===== src/rtl/parking_meter_pkg.sv =====
// rtl/parking_meter_pkg.sv - shared BCD constants and request encoding for the parking meter
package parking_meter_pkg;

  localparam logic [15:0] BCD_ADD_10      = 16'h0010;
  localparam logic [15:0] BCD_ADD_180     = 16'h0180;
  localparam logic [15:0] BCD_ADD_200     = 16'h0200;
  localparam logic [15:0] BCD_ADD_550     = 16'h0550;
  localparam logic [15:0] BCD_PRESET_15   = 16'h0015;
  localparam logic [15:0] BCD_PRESET_150  = 16'h0150;
  localparam logic [15:0] BCD_MAX         = 16'h9999;
  // Blink threshold shared with the flasher so both blocks agree on it.
  localparam logic [15:0] BCD_FLASH_THRESH = 16'h0180;

  typedef enum logic [2:0] {
    REQ_NONE,
    REQ_PRESET_150,
    REQ_PRESET_15,
    REQ_ADD_550,
    REQ_ADD_200,
    REQ_ADD_180,
    REQ_ADD_10
  } req_e;

endpackage


===== src/rtl/bcd4_add_sat.sv =====
// rtl/bcd4_add_sat.sv - combinational 4-digit packed-BCD adder saturating at 9999
module bcd4_add_sat
  import parking_meter_pkg::*;
(
  input  logic [15:0] i_a,
  input  logic [15:0] i_b,
  output logic [15:0] o_sum
);

  logic [4:0]  w_digit;
  logic        w_carry;
  logic [15:0] w_raw;

  always_comb begin
    w_digit = '0;
    w_carry = 1'b0;
    w_raw   = '0;
    for (int i = 0; i < 4; i++) begin
      w_digit = {1'b0, i_a[i*4 +: 4]} + {1'b0, i_b[i*4 +: 4]} + {4'b0, w_carry};
      // Adding 6 and keeping the low nibble is the same as subtracting 10.
      if (w_digit > 5'd9) begin
        w_digit = w_digit + 5'd6;
        w_carry = 1'b1;
      end else begin
        w_carry = 1'b0;
      end
      w_raw[i*4 +: 4] = w_digit[3:0];
    end
    o_sum = w_carry ? BCD_MAX : w_raw;
  end

endmodule


===== src/rtl/parking_meter_timer.sv =====
// rtl/parking_meter_timer.sv - BCD time-remaining counter with button adds/presets and 1 Hz countdown
// Optional PARKING_HALF_HZ_EN adds the clk_half_hz blink output.
module parking_meter_timer
  import parking_meter_pkg::*;
#(
  parameter int CLK_HZ = 100000000
) (
  input  logic        clk,
  input  logic        rst_n,
  input  logic        add_10,
  input  logic        add_180,
  input  logic        add_200,
  input  logic        add_550,
  input  logic        preset_15,
  input  logic        preset_150,
  output logic [15:0] bcd_out,
  output logic        tick_1hz
`ifdef PARKING_HALF_HZ_EN
  ,
  output logic        clk_half_hz
`endif
);

  localparam int PW = (CLK_HZ > 1) ? $clog2(CLK_HZ) : 1;

  logic [PW-1:0] r_prescale;
  logic [5:0]    r_btn;
  logic [5:0]    r_btn_d;
  logic [15:0]   r_bcd;

  logic [5:0]    w_btn;
  logic [5:0]    w_rise;
  req_e          w_req;
  logic [15:0]   w_base;
  logic [15:0]   w_add_k;
  logic [15:0]   w_sum;
  logic [15:0]   w_next;

  function automatic logic [15:0] bcd_dec(input logic [15:0] v);
    logic [15:0] r;
    logic        borrow;
    r      = v;
    borrow = 1'b1;
    for (int i = 0; i < 4; i++) begin
      if (borrow) begin
        if (r[i*4 +: 4] == 4'd0) begin
          r[i*4 +: 4] = 4'd9;
        end else begin
          r[i*4 +: 4] = r[i*4 +: 4] - 4'd1;
          borrow      = 1'b0;
        end
      end
    end
    return r;
  endfunction

  assign w_btn    = {preset_150, preset_15, add_550, add_200, add_180, add_10};
  assign w_rise   = r_btn & ~r_btn_d;
  assign tick_1hz = (r_prescale == PW'(CLK_HZ - 1));
  assign bcd_out  = r_bcd;

  always_ff @(posedge clk or negedge rst_n) begin
    if (!rst_n) begin
      r_prescale <= '0;
      r_btn      <= '0;
      r_btn_d    <= '0;
      r_bcd      <= '0;
    end else begin
      r_prescale <= tick_1hz ? '0 : r_prescale + 1'b1;
      r_btn      <= w_btn;
      r_btn_d    <= r_btn;
      r_bcd      <= w_next;
    end
  end

  // Only the highest-priority edge is honoured; the rest are dropped.
  always_comb begin
    w_req = REQ_NONE;
    if      (w_rise[5]) w_req = REQ_PRESET_150;
    else if (w_rise[4]) w_req = REQ_PRESET_15;
    else if (w_rise[3]) w_req = REQ_ADD_550;
    else if (w_rise[2]) w_req = REQ_ADD_200;
    else if (w_rise[1]) w_req = REQ_ADD_180;
    else if (w_rise[0]) w_req = REQ_ADD_10;
  end

  always_comb begin
    w_add_k = BCD_ADD_10;
    case (w_req)
      REQ_ADD_550: w_add_k = BCD_ADD_550;
      REQ_ADD_200: w_add_k = BCD_ADD_200;
      REQ_ADD_180: w_add_k = BCD_ADD_180;
      default:     w_add_k = BCD_ADD_10;
    endcase
  end

  assign w_base = (tick_1hz && (r_bcd != 16'h0000)) ? bcd_dec(r_bcd) : r_bcd;

  bcd4_add_sat u_add (
    .i_a   (w_base),
    .i_b   (w_add_k),
    .o_sum (w_sum)
  );

  always_comb begin
    w_next = w_base;
    case (w_req)
      REQ_PRESET_150: w_next = BCD_PRESET_150;
      REQ_PRESET_15:  w_next = BCD_PRESET_15;
      REQ_ADD_550,
      REQ_ADD_200,
      REQ_ADD_180,
      REQ_ADD_10:     w_next = w_sum;
      default:        w_next = w_base;
    endcase
  end

`ifdef PARKING_HALF_HZ_EN
  logic r_half;

  always_ff @(posedge clk or negedge rst_n) begin
    if (!rst_n) r_half <= 1'b0;
    else if (tick_1hz) r_half <= ~r_half;
  end

  assign clk_half_hz = r_half;
`endif

endmodule

===== config.mk =====
export PLATFORM = sky130hd
export DESIGN_NAME = parking_meter_timer
export DESIGN_NICKNAME = d
export VERILOG_FILES = /design/src/rtl/parking_meter_pkg.sv /design/src/rtl/bcd4_add_sat.sv /design/src/rtl/parking_meter_timer.sv
export SDC_FILE = /design/constraint.sdc
export NUM_CORES = 1
export LEC_CHECK = 0
export BUFFER_PORTS_ARGS = -buffer_cell sky130_fd_sc_hd__buf_2
export CAP_MARGIN = 20
export CORE_AREA = 2 2 93 95
export CTS_BUF_LIST = sky130_fd_sc_hd__clkbuf_16
export DETAILED_ROUTE_END_ITERATION = 6
export DIE_AREA = 0 0 95 97
export PLACE_DENSITY_LB_ADDON = 0.05
export RECOVER_POWER = 50
export SYNTH_ARGS = -nofsm -noshare
export SYNTH_HDL_FRONTEND = slang
export SYNTH_SLANG_ARGS = --single-unit

===== constraint.sdc =====
create_clock -name clk -period 10.6 [get_ports clk]
set_input_delay 2.12 -clock clk [delete_from_list [all_inputs] [get_ports clk]]
set_output_delay 2.12 -clock clk [all_outputs]
set_load 0.005 [all_outputs]

==> key figures <==
Routing
  – Vias: 2875
  – Residual DRC: 0
  – First-pass iteration count of the detailed router: 4
  – Routed WL: 7987 um
  – Drt wl/cell: 15.42 um
  – Drt initial violations: 149
  – Mean number of vias per cell: approximately 5.6
  – ANT nets after route: 0

Power
  – Power per cell area: 169.7 nW/um^2
  – Sw frac: 36.48%
  – Clock Power Share: between 20% and 30%
  – Worst VDD drop: 82.31 uV
  – Gate power share: 37.5%
  – Int Power: approximately 0.42 mW
  – Sw Pwr: 0.2436 mW
  – P_leak: 1.730 nW
  – Flop pwr share: 37.5%

Layout
  – Ant diodes: 0
  – Layout cells sized above 1: 13.56%
  – Final Instance Area: roughly 4000 um^2
  – Seq. cell area: between 1000 and 1500 um^2
  – Nets: 436
  – Multi-input logic area: 2086 um^2
  – Fill cell count: 774
  – Area growth from synthesis to layout: 9.620%
  – Layout Cells excl Fill: 518
  – Most common cell after layout, fill and taps aside: nor2_1
  – Most frequent cells in the layout: nor2_1 (56), dfrtp_1 (55), nand2_1 (26)

Clocking
  – Worst skew pair latency: ~0.29 ns
  – CTS tree: yes
  – CTS H-tree lvls: 2
  – CTS Buffer Depth: 2
  – Post CTS Setup Buffer Count: 0
  – CTS Hold Bufs: 0
  – Post-cts sizing count: 0
  – CTS root buf: clkbuf_16
  – Clk sink count: between 50 and 60
  – Clock transition at path regs: 0.07 ns
  – Total CTS buffers: 5

Floorplanning
  – Initial Utilization: about 44%
  – Num ports: 25
  – Die Y: 97 um
  – Die W: 95 um
  – DIE AREA: 9215 um^2
  – Core area: 8134 um^2
  – FP Rows: 33

STA
  – Period minus WS final: 9.057 ns
  – Slew Limit Fails: 56
  – Actual slew at the worst max-slew pin: 2.985 ns
  – Final hold slack: 0.3742 ns
  – Final clock period utilization by the worst path: 85.45%
  – Fin. Hold Viols: 0
  – Final-report setup violation count: 0
  – Setup_tns: 0 ns
  – Fmax: 110.4 MHz
  – Slew HR: -98.98%
  – RSZ-0062 raised after global routing: no
  – Clk_skew: 0.005006 ns

Critical path
  – Worst path max stage delay: around 0.53 ns
  – WP data arrival: 9.25 ns
  – CP max-delay cell: fa_1
  – Endpoint class of the critical path: register
  – Crit path launch type: register
  – Cell repeated most along the worst path: ha_1
  – Required time worst endpoint: 10.79 ns
  – Kind of critical path: reg2reg
  – Crit-path max FO: 10

Synth
  – Post-synth EDFFs: 0
  – FFs w/ async S/R, synth: 100.0%
  – Sequential share of the synthesized area: 38.34%
  – Distinct cells, synth: 70
  – Main flop type after synthesis: dfrtp_1
  – Synthesized netlist cell count: approximately 390
  – Flops & latches, synth: 55
  – Post-Syn Nets: 415
  – Syn_area_per_cell: 9.181 um^2
  – Syn. warnings: 0
  – Mapped Area: roughly 3600 um^2

GRT
  – Global-route wire length before repair: approximately 14000 um
  – Met2 usage: 27.82%
  – Grt ovf: 0
  – Largest net degree at the start of global routing: 56
  – Number of global-route vias before repair: 2774
  – GRT busiest layer: met1
  – Initial antenna violation count: 0
  – GRT Total Usage: 18.76%
  – Global Route met3 Usage: between 2 and 2.5%
  – Routing usage on met1: 28.16%

Run status
  – Status: finished, violations left
  – Violated checks: max-capacitance violations, max-slew violations

Place
  – Placed insts: 508
  – Port bufs: 24
  – Placement Cell Area: between 3000 and 4000 um^2
  – Routability cong.: 0.8561
  – Detailed placer's ending HPWL: 5831 um

Job
  – Max Cap Viol: 1

Min path
  – Worst Hold Class: reg2reg
[power groups by stage]
stage | clock, mW | combinational [mW] | sequential (mW)
2_1_floorplan | 0 | 0.191 | 0.246
3_3_place_gp | 0 | 0.246 | 0.255
3_5_place_dp | 0 | 0.247 | 0.255
4_1_cts | 0.170 | 0.249 | 0.251
5_1_grt | 0.181 | 0.282 | 0.255
6_report | 0.167 | 0.251 | 0.250
[through the flow]
stage                     util [%]  worst slack (ns)  total power, mW
after floorplan                  -             2.594           0.4362
after global placement       46.72             1.435           0.5005
after detailed placement     46.72             1.255           0.5020
after CTS                    48.50             1.196           0.6698
after global routing         48.38            0.6619           0.7182
final                        48.38             1.543           0.6679
[final timing paths]
| kind | from | end | slack, ns | cells past startpoint |
|---|---|---|---|---|
| max in group asynchronous | rst_n | r_btn_d[3] | 6.02 | 2 |
| min | r_btn[4] | r_btn_d[4] | 0.37 | 0 |
| max reg2reg | r_prescale[0] | bcd_out[9] | 1.54 | 34 |
| min in group asynchronous | rst_n | r_prescale[16] | 2.90 | 2 |
| min reg2reg | r_btn[4] | r_btn_d[4] | 0.37 | 0 |
| max | r_prescale[0] | bcd_out[9] | 1.54 | 34 |
[critical path: cells and delay by family, from the launching register on]
kind / cells / cell delay, ns
adders and majority gates: 9 / 2.93
AOI/OAI and AO/OA: 9 / 2.83
xor gates and xnor gates: 1 / 0.17
muxes: 1 / 0.16
buffers and inverters: 2 / 0.37
DFF: 1 / 0.39
and+or+nand+nor: 12 / 2.10
[kinds of logic (layout without fill, tap and decap cells)]
| logic type | Yosys count | after routing | synth area share (%) |
|---|---|---|---|
| flops | 55 | 55 | 38.34 |
| simple gates | 181 | 181 | 27.74 |
| fa+ha+maj | 16 | 16 | 6.204 |
| xor+xnor | 31 | 31 | 7.564 |
| buf+inv | 28 | 50 | 3.137 |
| mux | 14 | 14 | 4.113 |
| compound gates | 66 | 66 | 12.90 |
[registers in the layout (all words and copies together), names as in the netlist]
name,cells
r_prescale,27
r_btn,6
r_btn_d,6
bcd_out,16
[final cells by class]
type	count	share of cell area, %
multi-input combinational	308	53.00
sequential	55	34.98
timing repair buffer	29	3.752
tap	105	3.339
clock buffer	5	3.180
inverter	13	1.240
clock inverter	3	0.5087
[cells in the mapped netlist (3+ instances only)]
| cell type | number | share of area, % |
|---|---|---|
| and4_1 | 4 | 0.98 |
| nand2_1 | 26 | 2.7 |
| or3_1 | 4 | 0.70 |
| nor4_1 | 4 | 0.70 |
| mux2i_1 | 8 | 2.2 |
| nand4b_1 | 3 | 0.73 |
| nor3_1 | 11 | 1.5 |
| a211oi_1 | 3 | 0.63 |
| buf_2 | 3 | 0.42 |
| clkbuf_1 | 9 | 0.94 |
| and2_1 | 3 | 0.52 |
| inv_1 | 12 | 1.3 |
| xor2_1 | 16 | 3.9 |
| a21o_1 | 4 | 0.84 |
| a21oi_1 | 11 | 1.5 |
| fa_1 | 3 | 1.7 |
| nand2b_1 | 5 | 0.87 |
| a31oi_1 | 6 | 1.0 |
| mux2_2 | 6 | 1.9 |
| nand4_1 | 9 | 1.6 |
| dfrtp_1 | 55 | 38 |
| nand3_1 | 17 | 2.4 |
| xnor2_1 | 15 | 3.7 |
| ha_1 | 13 | 4.5 |
| nor2b_1 | 11 | 1.9 |
| and3_1 | 6 | 1.0 |
| o21ai_0 | 16 | 2.2 |
| nor2_1 | 56 | 5.9 |
[routing by layer]
layer | part of all wire (%) | wire length (um)
met2 | 45 | 3570
met1 | 50 | 4013
met3 | 3.5 | 283
met5 | 0 | 0
met4 | 1.5 | 119
Power figures use the tool's default switching activity.
